**config.mk**
```make
export PLATFORM = sky130hd
export DESIGN_NAME = multi_interval_timer
export DESIGN_NICKNAME = d
export VERILOG_FILES = /design/src/rtl/multi_interval_timer.sv
export SDC_FILE = /design/constraint.sdc
export NUM_CORES = 1
export LEC_CHECK = 0
export CORE_MARGIN = 2
export CORE_UTILIZATION = 40
export DETAILED_ROUTE_END_ITERATION = 16
export PLACE_DENSITY = 0.71
export SLEW_MARGIN = 40
export SYNTH_ARGS = -nofsm -noshare
export SYNTH_HDL_FRONTEND = slang
export SYNTH_SLANG_ARGS = --single-unit
```
**constraint.sdc**
```tcl
create_clock -name clk -period 2.9 [get_ports clk]
set_clock_uncertainty 0.2 [all_clocks]
set_input_delay 0.29 -clock clk [delete_from_list [all_inputs] [get_ports clk]]
set_output_delay 0.29 -clock clk [all_outputs]
set_load 0.01 [all_outputs]
```
**src/rtl/multi_interval_timer.sv**
```systemverilog
// rtl/multi_interval_timer.sv - N-channel interval timer with a shared tick prescaler

`ifndef CLK_FREQ
`define CLK_FREQ 50_000_000
`endif

module multi_interval_timer #(
    parameter int N_CH     = 4,
    parameter int CNT_W    = 3,
    parameter int CLK_FREQ = `CLK_FREQ,
    parameter int TICK_HZ  = 1
) (
    input  logic                    clk,
    input  logic                    rst,
    input  logic [N_CH-1:0]         start,
    input  logic [N_CH-1:0]         stop,
    input  logic [N_CH-1:0]         hold,
    input  logic [N_CH-1:0]         reload,
    input  logic [N_CH-1:0]         dir,
    input  logic [N_CH*CNT_W-1:0]   interval,
    output logic [N_CH*CNT_W-1:0]   count,
    output logic [N_CH-1:0]         timeout,
    output logic [N_CH-1:0]         busy,
    output logic [N_CH-1:0]         done
);

    // DIV must divide evenly and be at least 2, so the prescaler is always >= 1 bit
    localparam int DIV   = CLK_FREQ / TICK_HZ;
    localparam int DIV_W = $clog2(DIV);
    localparam logic [DIV_W-1:0] DIV_LAST = DIV_W'(DIV - 1);

    typedef enum logic [1:0] {
        IDLE  = 2'd0,
        RUN   = 2'd1,
        PAUSE = 2'd2,
        DONE  = 2'd3
    } state_t;

    logic [DIV_W-1:0] div_cnt;
    logic             tick;

    assign tick = (div_cnt == DIV_LAST);

    // Free-running prescaler shared by every channel; start/stop never touch it
    always_ff @(posedge clk or posedge rst) begin
        if (rst) begin
            div_cnt <= '0;
        end else if (tick) begin
            div_cnt <= '0;
        end else begin
            div_cnt <= div_cnt + DIV_W'(1);
        end
    end

    for (genvar i = 0; i < N_CH; i++) begin : g_ch
        state_t           state;
        logic [CNT_W-1:0] cnt_q;
        logic [CNT_W-1:0] lim_q;
        logic             dir_q;
        logic             rel_q;
        logic             to_q;
        logic             busy_q;
        logic             done_q;
        logic [CNT_W-1:0] in_iv;
        logic             terminal;

        assign in_iv    = interval[i*CNT_W +: CNT_W];
        assign terminal = dir_q ? (cnt_q == lim_q) : (cnt_q == '0);

        assign count[i*CNT_W +: CNT_W] = cnt_q;
        assign timeout[i]              = to_q;
        assign busy[i]                 = busy_q;
        assign done[i]                 = done_q;

        // Channel FSM: start > stop > hold > tick; timeout is a registered one-cycle pulse
        always_ff @(posedge clk or posedge rst) begin
            if (rst) begin
                state  <= IDLE;
                cnt_q  <= '0;
                lim_q  <= '0;
                dir_q  <= 1'b0;
                rel_q  <= 1'b0;
                to_q   <= 1'b0;
                busy_q <= 1'b0;
                done_q <= 1'b0;
            end else begin
                to_q <= 1'b0;
                if (start[i]) begin
                    lim_q  <= in_iv;
                    dir_q  <= dir[i];
                    rel_q  <= reload[i];
                    cnt_q  <= dir[i] ? '0 : in_iv;
                    state  <= hold[i] ? PAUSE : RUN;
                    busy_q <= 1'b1;
                    done_q <= 1'b0;
                end else if (stop[i] && (state != IDLE)) begin
                    // Count is left frozen so software can read where it stopped
                    state  <= IDLE;
                    busy_q <= 1'b0;
                    done_q <= 1'b0;
                end else begin
                    case (state)
                        RUN: begin
                            if (hold[i]) begin
                                state <= PAUSE;
                            end else if (tick) begin
                                if (terminal) begin
                                    to_q <= 1'b1;
                                    if (rel_q) begin
                                        cnt_q <= dir_q ? '0 : lim_q;
                                    end else begin
                                        state  <= DONE;
                                        busy_q <= 1'b0;
                                        done_q <= 1'b1;
                                    end
                                end else if (dir_q) begin
                                    cnt_q <= cnt_q + CNT_W'(1);
                                end else begin
                                    cnt_q <= cnt_q - CNT_W'(1);
                                end
                            end
                        end
                        PAUSE: begin
                            if (!hold[i]) begin
                                state <= RUN;
                            end
                        end
                        default: begin
                        end
                    endcase
                end
            end
        end
    end

endmodule

```
Word-level counts from Yosys, hierarchy flattened
Index checks and enable logic that the tools add are counted.
- memories: 0
- latch bits: 0
- word-level logic and storage cells: 300
- memory bits (writable): 0
- register bits: 78
- ROM bits: 0
- output and inout port bits: 24
- input port bits: 34
- mux-type cells: 161
- shifts and indexed selects: 0
- divide/modulo/power cells: 0
- $add $sub $neg: 9
- $lt $le $gt $ge: 0
- multiply operators: 0
- reduce and logical (&&, ||, !) cells: 48
- equal/unequal tests: 49
- bitwise operators: 0
- operators by type and width (cell ; count):
    3-bit two-way mux ; 40
    1-bit two-way mux ; 84
    2-bit two-way mux ; 32
    5-bit inequality test, second input constant ; 12
    5-bit AND reduction ; 12
    3-bit nonzero test ; 12
    26-bit by 1-bit adder with 26-bit output, second input constant ; 1
    26-bit equality test, second input constant ; 1
    26-bit two-way mux ; 1
    3-bit by 2-bit inequality test with 1-bit output, second input constant ; 8
    2-bit nonzero test ; 12
    2-bit inequality test, second input constant ; 8
    4-bit inequality test, second input constant ; 4
    2-bit one-hot mux with 2 select lines ; 4
    4-bit nonzero test ; 4
    3-bit by 1-bit adder with 3-bit output, second input constant ; 4
    3-bit equality test ; 4
    3-bit logical NOT ; 4
    3-bit inequality test, second input constant ; 4
    3-bit by 1-bit subtractor with 3-bit output, second input constant ; 4
    2-bit by 1-bit equality test with 1-bit output, second input constant ; 4
    2-bit equality test, second input constant ; 4
    1-bit logical AND ; 4

Depth between registers and ports, before layout
- depth after elaboration: 8
- gate-level depth with buffers: 8
- depth with buffers taken out: 7

Least setup slack after synthesis
No wires, ideal clock.
- path kind: reg-to-reg
- start point: register g_ch[0].cnt_q[0]
- end point: register g_ch[0].cnt_q[0]
- setup time: 0.125 ns
- required time: 2.575 ns
- clock period less this slack: 2.288 ns
- path slack: 0.612 ns
- cell stages (with the launch flop): 6
- path buffers: 0
- arrival time: 1.963 ns
- cell sequence: dfrtp_1 nor4_1 a41oi_1 or2_1 a41oi_2 mux2_2
- cells in the longest elaborated chain, start to end: 8
- elaborated cells between the ends (all ways): 14
- those cells by class: add/sub: 2; eq/ne: 2; mux: 8; reduce/logical: 2
- ends and longest elaborated chain (what ; RTL line ; source):
    start: declaration ; 57 ; logic [CNT_W-1:0] cnt_q;
    start signal: assignment ; 92 ; cnt_q <= dir[i] ? '0 : in_iv;
    start signal: assignment ; 110 ; cnt_q <= dir_q ? '0 : lim_q;
    start signal: assignment ; 117 ; cnt_q <= cnt_q + CNT_W'(1);
    3-bit by 1-bit subtractor with 3-bit output (tied with other cells) ; 119 ; cnt_q <= cnt_q - CNT_W'(1);
    3-bit two-way mux / 1-bit two-way mux (equally long branches) ; 116, 68 ;
    3-bit two-way mux ; 107 ; if (terminal) begin
    3-bit two-way mux ; 106 ; end else if (tick) begin
    3-bit two-way mux ; 104 ; if (hold[i]) begin
    3-bit two-way mux ; 102 ; case (state)
    3-bit two-way mux ; 96 ; end else if (stop[i] && (state != IDLE)) begin
    3-bit two-way mux ; 88 ; if (start[i]) begin
Parallel ways exist; a longest one is shown, timed or not. The select of a mux whose other input is x is not followed.
A chain may end at the register's enable or synchronous reset.

Worst setup path after layout
Ends and elaborated chain as after synthesis.

==> metrics <==
Critical Path Source=g_ch[0].cnt_q[0]$_DFFE_PP0P_; fin nets=around 550; Max clock buf depth=2; final critical-path setup slack=between 0.3 and 0.4 ns; synthesized flop and latch total=78; remaining global-route overflow=0; H-tree depth=3; fin area=approximately 5200 µm²; IO Count=58; Mapped Cells=between 400 and 500; Post-CTS Repair Setup Buffers=0; fin crit period=about 2.6 ns; Worst VDD drop=0.000425 V; clk_lat worst skew=0.35 ns; Die Wd=between 100 and 150 µm; Starting Density=between 40% and 50%; CP Capture Type=flip-flop; Initial DRC Count=167; measured slew at the worst slew-check pin=approximately 0.63 ns; total CTS buffers=9; post-route setup TNS=0 ns; leading area contributor after synthesis=dfrtp_1; switching power total=0.00105 W; Final Non-Filler Cells=643; combinational share of power=between 30 and 40%; number of global-route vias before repair=approximately 3,300; final WL=8680 µm; Post-Syn Area=4320 µm²; CP arrival=2.60 ns; fraction of the yosys area taken by sequential cells=between 40% and 50%; Root Buffer=clkbuf_8; Hold-fix buffers, CTS=0; required time worst endpoint=~3 ns; Core Footprint=10,400 µm²; Pleak=2.27 nW; filler instances=993; setup violators final=0; Die Span Y=108 µm; Flop pwr share=41.9%; diodes inserted=0; Cell Rows=37; wire per inst=13.5 µm; Synth top area share=45.2%; final core utilization=50.1%; TritonCTS clock tree=built; die area=roughly 12,000 µm²; Placement Setup Slack=0.415 ns; clock power share=27.5%; gr usage total=15.9%; crit path launch type=flip-flop; Pre-antenna DRT Iters=5; Sink Count=between 70 and 80; Worst R2R Setup Slack=0.34 ns; initial antenna violation count=0; Slew Viols, Final=0; crit-path max FO=6; RR Endpoint=g_ch[0].cnt_q[0]$_DFFE_PP0P_; unrepaired setup endpoints after global routing=no; Ys Warns=0; Max Fclk=0.390 GHz; Hold WC Path Type=in2async; placed cell area=4990 µm²; final critical-path share of the clock period=88.4%; Remaining DRCs=0; pwr dens=627 nW/µm²; WS Path Type=reg2reg; global-route wire length before repair=15,000 µm; Cells after DPL=628; Synth Flop Type=dfrtp_1; antenna-violating nets left=0; clk slew on worst S/H paths=0.08 ns; net count after synthesis=between 400 and 500; asr flop ratio synth=100%; Final Hold Vio Count=0; largest net degree at the start of global routing=just under 80; Max-Cap Viols=0; RR Startpoint=g_ch[0].cnt_q[0]$_DFFE_PP0P_; Area Growth Syn to Fin=20.8%; ranking of synthesized cells by area=dfrtp_1 (45%), xnor2_1 (3.7%), nor2_1 (3.6%); Sw Share=between 30 and 40%; Internal=0.00222 W; share of cells above drive strength 1=8.28%; number of synthesized flops with an enable pin=0; Synth cell types=between 50 and 60; Avg Cell Area, Syn=9.64 µm²; Worst Reg-to-Reg Cells=5; GPL Wtd Cong=0.867; routed vias/inst=5.18; Port Buffers=57; Detailed Place HPWL=~6300 µm; via count=3,331; outcome=completed; max_slew headroom=57.6%; PostCTS Resize Cnt=0
## layout by cell type (no fill, tap or decap), drive strengths merged, types with 10 or more instances in the layout
master,count
a21oi,14
clkbuf,10
clkdlybuf4s50,57
dfrtp,78
ha,10
inv,32
mux2,12
nand2,38
nand3,17
nor2,41
nor2b,13
nor3,12
o21ai,25
xnor2,18
xor2,16
## power groups by stage
| stage | clock, W | sequential [W] | combinational (W) |
|---|---|---|---|
| global placement | 0 | 0.00138 | 0.000972 |
| floorplan | 0 | 0.00138 | 0.000666 |
| CTS | 0.000927 | 0.00137 | 0.00101 |
| detailed placement | 0 | 0.00139 | 0.00101 |
| finish | 0.000900 | 0.00137 | 0.00100 |
| global route | 0.000977 | 0.00139 | 0.00113 |
## final cells by class
| type | count | area [µm²] | area share [%] |
|---|---|---|---|
| Clock buffer | 10 | 138 | 2.64 |
| Multi-Input combinational cell | 316 | 2110 | 40.4 |
| Sequential cell | 78 | 1950 | 37.4 |
| Tap cell | 136 | 170 | 3.26 |
| Inverter | 33 | 124 | 2.37 |
| Timing Repair Buffer | 65 | 643 | 12.3 |
| Clock inverter | 5 | 83.8 | 1.61 |
## logic make-up after synthesis
family	share of synthesized area (%)
AO/OA/AOI/OAI	13.7
XOR/XNOR	6.89
adder cells (fa/ha/maj)	4.75
buffers and inverters	6.05
flip-flops	45.2
multiplexers	4.75
AND/OR/NAND/NOR	18.6
## through the flow
step	hold slack (ns)	power, W
4_1_cts	0.150	0.00331
3_5_place_dp	0.276	0.00239
5_1_grt	0.174	0.00350
3_3_place_gp	0.280	0.00235
2_1_floorplan	0.161	0.00205
6_report	0.140	0.00327
## worst max-delay path, stage by stage, from the launching register on
cell     delay (ns)
dfrtp_1        0.46
nor4_1         0.61
a41oi_1        0.22
or2_1          0.31
a41oi_2        0.29
mux2_2         0.37
## synthesized netlist by cell type, drive strengths merged, types with 13 or more instances
| library cell | instances |
|---|---|
| nand3 | 17 |
| nor2b | 13 |
| xnor2 | 18 |
| nor2 | 41 |
| o21ai | 25 |
| dfrtp | 78 |
| a21oi | 14 |
| buf | 16 |
| inv | 32 |
| nand2 | 38 |
| xor2 | 16 |
## registers in the layout (all words and copies together), names as in the netlist
register     count
g_ch.dir_q       4
g_ch.rel_q       4
div_cnt         26
g_ch.to_q        4
g_ch.busy_q      4
g_ch.done_q      4
g_ch.lim_q      12
g_ch.state       8
g_ch.cnt_q      12
## layer usage
| layer | vias up | track usage [%] | wire [µm] |
|---|---|---|---|
| li1 | 1669 | - | - |
| met1 | 1592 | 21.5 | 4250 |
| met2 | 64 | 25.0 | 3940 |
| met3 | 6 | 4.30 | 396 |
| met4 | 0 | 4.85 | 94 |
| met5 | - | 0 | 0 |
## worst max path at each step
stage / to / slack [ns] / depth (start not counted)
after floorplan: div_cnt[0]$_DFF_PP0_ / 0.41 / 1
after global placement: g_ch[0].cnt_q[0]$_DFFE_PP0P_ / 0.53 / 5
after detailed placement: g_ch[0].cnt_q[0]$_DFFE_PP0P_ / 0.41 / 5
after CTS: g_ch[0].cnt_q[0]$_DFFE_PP0P_ / 0.38 / 5
after global routing: g_ch[1].cnt_q[0]$_DFFE_PP0P_ / 0.19 / 7
final: g_ch[0].cnt_q[0]$_DFFE_PP0P_ / 0.34 / 5
No activity file was read; power rests on OpenSTA's default activity.
